### config.mk
export PLATFORM = sky130hd
export DESIGN_NAME = mem_load_result_queue
export DESIGN_NICKNAME = d
export VERILOG_FILES = /design/src/rtl/mem_load_result_queue.sv
export SDC_FILE = /design/constraint.sdc
export NUM_CORES = 1
export LEC_CHECK = 0
export CAP_MARGIN = 40
export CORE_ASPECT_RATIO = 0.5
export CORE_MARGIN = 2
export CORE_UTILIZATION = 50
export CTS_BUF_LIST = sky130_fd_sc_hd__clkbuf_4 sky130_fd_sc_hd__clkbuf_8
export DETAILED_ROUTE_END_ITERATION = 12
export PLACE_DENSITY = 0.74
export SLEW_MARGIN = 20
export SYNTH_ARGS = -nofsm -noshare
export SYNTH_HDL_FRONTEND = slang
export SYNTH_SLANG_ARGS = --single-unit
### constraint.sdc
create_clock -name clk -period 3 [get_ports clk]
set_clock_uncertainty 0.05 [all_clocks]
set_input_delay 0.3 -clock clk [delete_from_list [all_inputs] [get_ports clk]]
set_output_delay 0.3 -clock clk [all_outputs]
set_load 0.1 [all_outputs]
### src/rtl/mem_load_result_queue.sv
// rtl/mem_load_result_queue.sv - in-order load result tracker, formatter and CDB arbiter
//
// Tracks loads issued by the memory reservation station and captures the
// in-order D-cache responses. Each response is formatted by load size, sign
// and byte offset, buffered, and presented to the CDB with a req/grant handshake.
// A flush discards all tracked loads and drops responses still in flight.
//
// Ports:
//   clk, rst_n       clock, asynchronous active-low reset
//   flush            branch-mispredict flush (highest priority)
//   ld_issue_*       load issued to the D-cache: valid, ROB tag, type, addr[1:0]
//   dc_resp_*        in-order D-cache response: valid, raw aligned word
//   cdb_grant        CDB accepts the current request
//   cdb_req/tag/data head result offered to the CDB
//   ld_stall         no free entry; station must not issue

module mem_load_result_queue #(
  parameter int DATA_WIDTH = 32,
  parameter int TAG_BITS   = 4,
  parameter int DEPTH      = 4,
  parameter int DEPTH_BITS = $clog2(DEPTH)
) (
  input  logic                  clk,
  input  logic                  rst_n,
  input  logic                  flush,
  input  logic                  ld_issue_valid,
  input  logic [TAG_BITS-1:0]   ld_issue_tag,
  input  logic [2:0]            ld_issue_type,
  input  logic [1:0]            ld_issue_off,
  input  logic                  dc_resp_valid,
  input  logic [DATA_WIDTH-1:0] dc_resp_data,
  input  logic                  cdb_grant,
  output logic                  cdb_req,
  output logic [TAG_BITS-1:0]   cdb_tag,
  output logic [DATA_WIDTH-1:0] cdb_data,
  output logic                  ld_stall
);

  typedef enum logic [1:0] {
    ST_FREE    = 2'd0,
    ST_PENDING = 2'd1,
    ST_DONE    = 2'd2
  } state_e;

  localparam logic [2:0] LT_LH  = 3'd1;
  localparam logic [2:0] LT_LHU = 3'd2;
  localparam logic [2:0] LT_LB  = 3'd3;
  localparam logic [2:0] LT_LBU = 3'd4;

  state_e                st_q   [DEPTH];
  logic [TAG_BITS-1:0]   tag_q  [DEPTH];
  logic [2:0]            type_q [DEPTH];
  logic [1:0]            off_q  [DEPTH];
  logic [DATA_WIDTH-1:0] data_q [DEPTH];

  logic [DEPTH_BITS-1:0] alloc_ptr;
  logic [DEPTH_BITS-1:0] resp_ptr;
  logic [DEPTH_BITS-1:0] head_ptr;
  logic [DEPTH_BITS:0]   count_q;
  logic [DEPTH_BITS:0]   drop_q;

  logic                  do_issue;
  logic                  do_resp;
  logic                  do_drop;
  logic                  do_grant;
  logic [DEPTH_BITS:0]   pending_cnt;
  logic [DEPTH_BITS:0]   flush_drop;

  // Little-endian extraction; off[0] is ignored for halfwords, unknown
  // types fall back to a full-word pass-through.
  function automatic logic [DATA_WIDTH-1:0] fmt_load(
    input logic [2:0]            ty,
    input logic [1:0]            off,
    input logic [DATA_WIDTH-1:0] raw
  );
    logic [7:0]  b;
    logic [15:0] h;
    b = raw[8*off +: 8];
    h = raw[16*off[1] +: 16];
    case (ty)
      LT_LH:   fmt_load = {{(DATA_WIDTH-16){h[15]}}, h};
      LT_LHU:  fmt_load = {{(DATA_WIDTH-16){1'b0}}, h};
      LT_LB:   fmt_load = {{(DATA_WIDTH-8){b[7]}}, b};
      LT_LBU:  fmt_load = {{(DATA_WIDTH-8){1'b0}}, b};
      default: fmt_load = raw;
    endcase
  endfunction

  assign cdb_req  = (st_q[head_ptr] == ST_DONE);
  assign cdb_tag  = tag_q[head_ptr];
  assign cdb_data = data_q[head_ptr];
  // No bypass: a grant in the same cycle does not free the slot for an issue.
  assign ld_stall = (count_q == (DEPTH_BITS+1)'(DEPTH));

  assign do_issue = ld_issue_valid && !ld_stall;
  assign do_drop  = dc_resp_valid && (drop_q != '0);
  // A response with nothing pending is a protocol error and is ignored.
  assign do_resp  = dc_resp_valid && (drop_q == '0) && (st_q[resp_ptr] == ST_PENDING);
  assign do_grant = cdb_req && cdb_grant;

  // Loads still owed a response at a flush; a response arriving in the
  // flush cycle itself is one of them and is already accounted for.
  always_comb begin
    pending_cnt = '0;
    for (int i = 0; i < DEPTH; i++) begin
      if (st_q[i] == ST_PENDING) pending_cnt = pending_cnt + 1'b1;
    end
    if (dc_resp_valid && (pending_cnt != '0)) flush_drop = pending_cnt - 1'b1;
    else                                       flush_drop = pending_cnt;
  end

  always_ff @(posedge clk or negedge rst_n) begin
    if (!rst_n) begin
      for (int i = 0; i < DEPTH; i++) begin
        st_q[i]   <= ST_FREE;
        tag_q[i]  <= '0;
        type_q[i] <= '0;
        off_q[i]  <= '0;
        data_q[i] <= '0;
      end
      alloc_ptr <= '0;
      resp_ptr  <= '0;
      head_ptr  <= '0;
      count_q   <= '0;
      drop_q    <= '0;
    end else if (flush) begin
      for (int i = 0; i < DEPTH; i++) st_q[i] <= ST_FREE;
      alloc_ptr <= '0;
      resp_ptr  <= '0;
      head_ptr  <= '0;
      count_q   <= '0;
      drop_q    <= flush_drop;
    end else begin
      // Issue targets a FREE slot, response a PENDING one and grant a DONE
      // one, so the three writes never collide on the same entry.
      if (do_issue) begin
        st_q[alloc_ptr]   <= ST_PENDING;
        tag_q[alloc_ptr]  <= ld_issue_tag;
        type_q[alloc_ptr] <= ld_issue_type;
        off_q[alloc_ptr]  <= ld_issue_off;
        alloc_ptr         <= alloc_ptr + DEPTH_BITS'(1);
      end
      if (do_resp) begin
        st_q[resp_ptr]   <= ST_DONE;
        data_q[resp_ptr] <= fmt_load(type_q[resp_ptr], off_q[resp_ptr], dc_resp_data);
        resp_ptr         <= resp_ptr + DEPTH_BITS'(1);
      end
      if (do_grant) begin
        st_q[head_ptr] <= ST_FREE;
        head_ptr       <= head_ptr + DEPTH_BITS'(1);
      end
      if (do_drop) drop_q <= drop_q - 1'b1;
      count_q <= count_q + {{DEPTH_BITS{1'b0}}, do_issue} - {{DEPTH_BITS{1'b0}}, do_grant};
    end
  end

endmodule

==> results of run 1 <==
[routing by layer]
metal	wire (µm)	up-vias
met3	1150	26
met2	10700	156
li1	-	2830
met1	9580	3364
met5	0	-
met4	349	0
[logic make-up (layout without fill, tap and decap cells)]
| family | count (synthesis) | count (layout) | synth area share, % |
|---|---|---|---|
| compound gates | 175 | 175 | 18.0 |
| xor+xnor | 8 | 8 | 0.733 |
| fa+ha+maj | 22 | 22 | 2.96 |
| buf+inv | 67 | 177 | 3.31 |
| flops | 184 | 184 | 48.2 |
| mux | 130 | 130 | 20.6 |
| simple gates | 105 | 105 | 6.21 |
[power breakdown]
part | internal, mW | switching (mW) | leakage, nW
Combinational | 1.66 | 3.51 | 2.27
Clock | 0.707 | 0.925 | 0.187
Sequential | 2.98 | 0.285 | 2.47
Total | 5.34 | 4.72 | 4.93
[cells in the final DEF, fill, tap and decap left out, types with 8 or more instances in the layout]
cell,n
buf_12,8
a2bb2oi_2,40
nand2_1,30
clkdlybuf4s50_1,45
mux2_2,76
nor2_1,20
a2bb2oi_1,24
inv_1,18
ha_1,18
mux4_2,43
a22o_1,28
clkbuf_8,18
nor3_1,11
buf_4,65
nor2b_1,9
a21oi_1,26
o21ai_1,9
dfrtp_1,182
[timing repair]
item / in CTS / in global routing
hold buffers: 1 / 0
gates resized for setup: 0 / 5
hold endpoints to repair: 72 / 0
setup endpoints to repair: 0 / 3
[layout make-up]
| type | instances | area (µm²) |
|---|---|---|
| Tap cell | 259 | 324 |
| Inverter | 24 | 90.1 |
| Multi-Input combinational cell | 440 | 4720 |
| Clock buffer | 20 | 263 |
| Sequential cell | 184 | 4610 |
| Clock inverter | 12 | 115 |
| Fill cell | 1424 | 7300 |
| Timing Repair Buffer | 121 | 1150 |
[state kept, by name, summed over array words and instances, names as in the netlist]
register / flops
data_q: 128
head_ptr: 2
type_q: 12
drop_q: 3
resp_ptr: 2
tag_q: 16
alloc_ptr: 2
count_q: 3
off_q: 8
st_q: 8
[per-stage QoR]
stage	setup slack, ps	hold slack (ps)
final	255	373
after global routing	37.8	427
after CTS	5.08	397
after detailed placement	28.1	334
after global placement	125	315
after floorplan	-9.91	-45.6
[worst paths after layout]
check | slack, ps | end | start
setup / recovery | 250 | drop_q[1]$_DFFE_PN0P_ | st_q[5]$_DFF_PN0_
hold / removal | 370 | count_q[2]$_DFF_PN0_ | rst_n
setup reg to reg | 250 | drop_q[1]$_DFFE_PN0P_ | st_q[5]$_DFF_PN0_
hold reg to reg | 460 | tag_q[6]$_DFFE_PN0P_ | tag_q[6]$_DFFE_PN0P_
max in group asynchronous | 1590 | data_q[2]$_DFFE_PN0P_ | rst_n
min in group clk | 460 | tag_q[6]$_DFFE_PN0P_ | tag_q[6]$_DFFE_PN0P_
==> metrics.yaml, run 1 <==
finish:
  syn_to_final_growth_pct: 17.9
  final_util_pct: 60.7
  drive_gt1_share_pct: 38.8
  instances_no_fill: 1060
  nets: 857
  design_area_mm2: 0.0113
  diodes: 0
clock_tree:
  cts_max_level: 4
  clock_sinks: 184
  cts_buffers: 17
  cts_tree: "built"
  ctsLongestPathBuffers: 2
  clock_latency_ps: 460
  cts_root_buf: "clkbuf_8"
  cts_setup_buffers: 0
  path_clk_slew_ps: 100
synth:
  ys_warn_count: 0
  synthArstFlopShare_pct: 100
  ys_types: 58
  synth_fp_nets: 760
  ys_ff_latch: 184
  synth_common_cells: "dfrtp_1, mux2_2, mux4_2, a2bb2oi_2, nand2_1"
  seq_area_frac_synth_pct: 48.2
  synth_area_leaders: "dfrtp_1, mux4_2, mux2_2, a2bb2oi_2, ha_1"
  postSynthCellCount: 691
  synth.most_common_cell: "dfrtp_1"
  syn_area_mm2: 0.00956
  synth_area_per_cell_um2: 13.8
  synth_top_area_share_pct: 48.2
  synth_edf_count: 0
  synthFlopType: "dfrtp_1"
  yosysTopAreaCell: "dfrtp_1"
route:
  drt_iter0_drc: 326
  wl_per_cell_um: 20.6
  drc_errors: 0
  via_count: 6376
  routed_wl_um: 21800
  detail-route-antenna-nets: 0
  viasPerCell: 6.02
  first_pass_iters: 4
worst_setup_path:
  path_common_cell: "ha_1"
  cp-end-kind: "flip-flop"
  worst_ep_arrival_time_ps: 3090
  startpoint_type: "flip-flop"
  critical_path_class: "flip-flop to flip-flop"
  cpPeakStageDelay_ps: 390
  critPathTopFamily: "adder cells"
  cp.required_ps: 3350
  crit_fanout: 5
  path_cells: "and2b_2 -> inv_1 -> ha_4 -> xnor2_2 -> inv_1 -> ha_1 -> nand2_1 -> o21a_1 -> ha_1 -> ha_1 -> nor2_2 -> mux2_2 -> a21oi_1"
  crit_slowest_cell: "dfrtp_1"
  reg2reg_depth: 13
  worstSetupPathDepth: 13
  worst-path-buf-inv: 2
global_routing:
  gr-total-overflow: 0
  busiest_layer: "met2"
  grt_antenna_before_repair: 0
  met3_usage_pct: 4.26
  grtUsageMet2_pct: 38.1
  grt_pass1_vias: 6667
  grt_max_degree: 76
  grt_first_pass_wirelength_um: 35400
  grtUsageTotal_pct: 22.9
  use_met1_pct: 31.2
timing:
  final_hold_viol_count: 0
  fin_crit_sh_pct: 91.5
  fmax_mhz: 364
  max_slew_margin_pct: 52.3
  setup_viol_count_final: 0
  fin_crit_ps: 2750
  finalMaxSlewViolations: 0
  worstMarginPinSlew_ps: 716
  rsz0062_at_grt: "no"
  tns_ps: 0
run_status:
  status: "completed"
floorplan:
  core-area_mm2: 0.0186
  die_w_um: 200
  rows: 35
  initial_core_util_pct: 51.5
  ios: 85
  dieArea_mm2: 0.0203
  die_y_um: 102
placement:
  place_congestion: 0.830
  dp_hpwl_um: 14900
  place_area_mm2: 0.0108
  io_buffers: 84
  dp.cells: 1026
pwr:
  cellLeakagePower_nw: 4.93
  ir_drop_mv: 0.577
  power_mw: 10.1
  powerDensity_mw_per_mm2: 893
min_path:
  hold_path_class: "input pin to asynchronous set/reset pin"
flow_run:
  cap_violations: 0
(Power assumes the default switching activity.)
==> inputs of run 2 (changes only) <==
--- a/config.mk
+++ b/config.mk
@@ -6,12 +6,14 @@
 export NUM_CORES = 1
 export LEC_CHECK = 0
 export CAP_MARGIN = 40
+export CELL_PAD_IN_SITES_DETAIL_PLACEMENT = 0
+export CELL_PAD_IN_SITES_GLOBAL_PLACEMENT = 1
 export CORE_ASPECT_RATIO = 0.5
 export CORE_MARGIN = 2
-export CORE_UTILIZATION = 50
+export CORE_UTILIZATION = 45
 export CTS_BUF_LIST = sky130_fd_sc_hd__clkbuf_4 sky130_fd_sc_hd__clkbuf_8
 export DETAILED_ROUTE_END_ITERATION = 12
-export PLACE_DENSITY = 0.74
+export PLACE_DENSITY = 0.8
 export SLEW_MARGIN = 20
 export SYNTH_ARGS = -nofsm -noshare
 export SYNTH_HDL_FRONTEND = slang
==> run 2 against run 1 <==
  * Non-clock buffer count rose by 12
  * Global-route usage decreased by 1.3 points
  * Worst setup slack worse by 30 ps
  * Fmax fell by 1.1%
  * Power rose by 3.9%
  * Critical path depth unchanged
  * Combinational power rose by 2%
  * Die area rose by 11%
==> metrics.yaml, run 2 (same netlist as run 1, synthesis figures left out) <==
run_status:
  status: "completed"  # unchanged
route:
  detail-route-antenna-nets: 0  # unchanged
  first_pass_iters: 4  # unchanged
  via_count: 6346  # was 6376
  viasPerCell: 5.86  # was 6.02
  wl_per_cell_um: 21.3  # was 20.6 µm
  routed_wl_um: 23000  # was 21800 µm
  drc_errors: 0  # unchanged
  drt_iter0_drc: 325  # was 326
global_routing:
  grtUsageTotal_pct: 21.6  # was 22.9%
  grt_antenna_before_repair: 0  # unchanged
  grt_max_degree: 76  # unchanged
  gr-total-overflow: 0  # unchanged
  grt_first_pass_wirelength_um: 37000  # was 35400 µm
  grt_pass1_vias: 6724  # was 6667
pwr:
  p_sw_mw: 4.72  # about the same
  clockPowerShare_pct: 18.1  # was 16.2%
  p_int_mw: 5.74  # was 5.34 mW
  power_mw: 10.5  # was 10.1 mW
  seqPwrFrac_pct: 31.4  # was 32.4%
  ir_drop_mv: 0.528  # was 0.577 mV
  combPwrFrac_pct: 50.5  # was 51.4%
  switching_share_pct: 45.1  # was 46.9%
  powerDensity_mw_per_mm2: 914  # was 893 mW/mm²
  cellLeakagePower_nw: 5.02  # was 4.93 nW
placement:
  dp_hpwl_um: 15900  # was 14900 µm
  io_buffers: 84  # unchanged
  place_congestion: 0.817  # was 0.830
finish:
  final_common_cell: "dfrtp_1"  # unchanged
  reg_top3: "data_q x128, tag_q x16, type_q x12"  # unchanged
  diodes: 0  # unchanged
  syn_to_final_growth_pct: 19.7  # was 17.9%
  layout_common_cells: "dfrtp_1, mux2_2, buf_4, clkdlybuf4s50_1, mux4_2"  # unchanged
  drive_gt1_share_pct: 39.5  # was 38.8%
  fillCellCount: 1697  # was 1424
  nets: 869  # was 857
  largest-register: "data_q"  # unchanged
  largest_register_ff_count: 128  # unchanged
clock_tree:
  clock_sinks: 184  # unchanged
  cts_root_buf: "clkbuf_8"  # unchanged
  cts_buffers: 17  # unchanged
  path_clk_slew_ps: 90  # was 100 ps
  cts_tree: "built"  # unchanged
  ctsLongestPathBuffers: 2  # unchanged
  clock_latency_ps: 460  # about the same
  cts_max_level: 4  # unchanged
timing:
  fmax_mhz: 360  # was 364 MHz
  fin_crit_ps: 2780  # was 2750 ps
  rsz0062_at_grt: "no"  # unchanged
  fin_crit_sh_pct: 92.5  # was 91.5%
  final_hold_viol_count: 0  # unchanged
  tns_ps: 0  # unchanged
  worstMarginPinSlew_ps: 742  # was 716 ps
  finalMaxSlewViolations: 0  # unchanged
  setup_viol_count_final: 0  # unchanged
  max_slew_margin_pct: 50.6  # was 52.3%
min_path:
  hold_path_class: "input pin to asynchronous set/reset pin"  # unchanged
worst_setup_path:
  critical_path_class: "flip-flop to flip-flop"  # unchanged
  r2r-end: "drop_q[1]$_DFFE_PN0P_"  # unchanged
  worst_ep_arrival_time_ps: 3120  # was 3090 ps
  reg2reg_depth: 13  # unchanged
  cp.required_ps: 3340  # was 3350 ps
  cp-end-kind: "flip-flop"  # unchanged
  r2r_start: "st_q[7]$_DFF_PN0_"  # was st_q[5]$_DFF_PN0_
  crit_fanout: 5  # unchanged
  startpoint_type: "flip-flop"  # unchanged
  r2r_slack_ps: 220  # was 250 ps
floorplan:
  die_y_um: 107  # was 102 µm
  initial_core_util_pct: 46.2  # was 51.5%
  core-area_mm2: 0.0207  # was 0.0186 mm²
  rows: 37  # was 35
  ios: 85  # unchanged
  dieArea_mm2: 0.0225  # was 0.0203 mm²
  die_w_um: 210  # was 200 µm
flow_run:
  cap_violations: 0  # unchanged
[run 2: what timing repair did]
item,in CTS,in global routing
hold buffers,1,0
endpoints found under the hold margin,71,0
endpoints found under the setup margin,0,3
gates resized for setup,0,5
buffers inserted,0,3
[run 2: power by group through the flow]
stage / clock network (mW) / registers (mW) / logic [mW]
floorplan: 0 / 3.22 / 4.14
detailed placement: 0 / 3.33 / 5.25
CTS: 1.94 / 3.28 / 5.26
global route: 2.04 / 3.34 / 5.58
finish: 1.89 / 3.28 / 5.28
global placement: 0 / 3.30 / 5.15
[run 2: layout make-up]
class	instances	area (µm²)	share of cell area (%)
Sequential cell	184	4610	40.3
Tap cell	273	342	2.99
Clock buffer	21	270	2.36
Clock inverter	8	171	1.50
Timing Repair Buffer	133	1230	10.8
Multi-Input combinational cell	440	4720	41.3
Inverter	24	90.1	0.788
[run 2: worst max path at each step]
stage / endpoint / start / slack [ps]
global placement: drop_q[2]$_DFFE_PN0P_ / st_q[5]$_DFF_PN0_ / 100
CTS: drop_q[1]$_DFFE_PN0P_ / st_q[5]$_DFF_PN0_ / 30
finish: drop_q[1]$_DFFE_PN0P_ / st_q[7]$_DFF_PN0_ / 220
floorplan: count_q[2]$_DFF_PN0_ / count_q[1]$_DFF_PN0_ / -10
detailed placement: drop_q[1]$_DFFE_PN0P_ / st_q[5]$_DFF_PN0_ / 50
global route: drop_q[1]$_DFFE_PN0P_ / st_q[5]$_DFF_PN0_ / 50
[run 2: per-layer routing]
metal / share of wire (%) / up-vias / GRT usage [%]
li1: - / 2847 / -
met1: 45 / 3351 / 29.4
met2: 49 / 120 / 35.4
met3: 4.0 / 28 / 3.75
met4: 1.8 / 0 / 7.19
met5: 0 / - / 0
[run 2: worst max-delay path, cell delays in order (launching register included)]
cell and delay (ps):
dfrtp_1 400, and2b_2 270, inv_1 90, ha_4 280
xnor2_2 120, inv_1 60, ha_1 270, nand2_1 40
o21a_1 110, ha_1 200, ha_1 220, nor2_2 140
mux2_2 340, a21oi_1 130
[run 2: metrics by stage]
| stage | hold slack (ps) | setup slack, ps | util [%] | instances | area [µm²] |
|---|---|---|---|---|---|
| finish | 354 | 224 | 55.3 | 1083 | 11400 |
| CTS | 387 | 32.6 | 55.0 | 1080 | 11400 |
| global placement | 324 | 95.1 | 52.5 | 1046 | 10900 |
| global route | 451 | 50.1 | 55.3 | 1083 | 11400 |
| floorplan | -45.6 | -9.91 | - | 691 | 9600 |
| detailed placement | 334 | 48.9 | 52.9 | 1050 | 10900 |
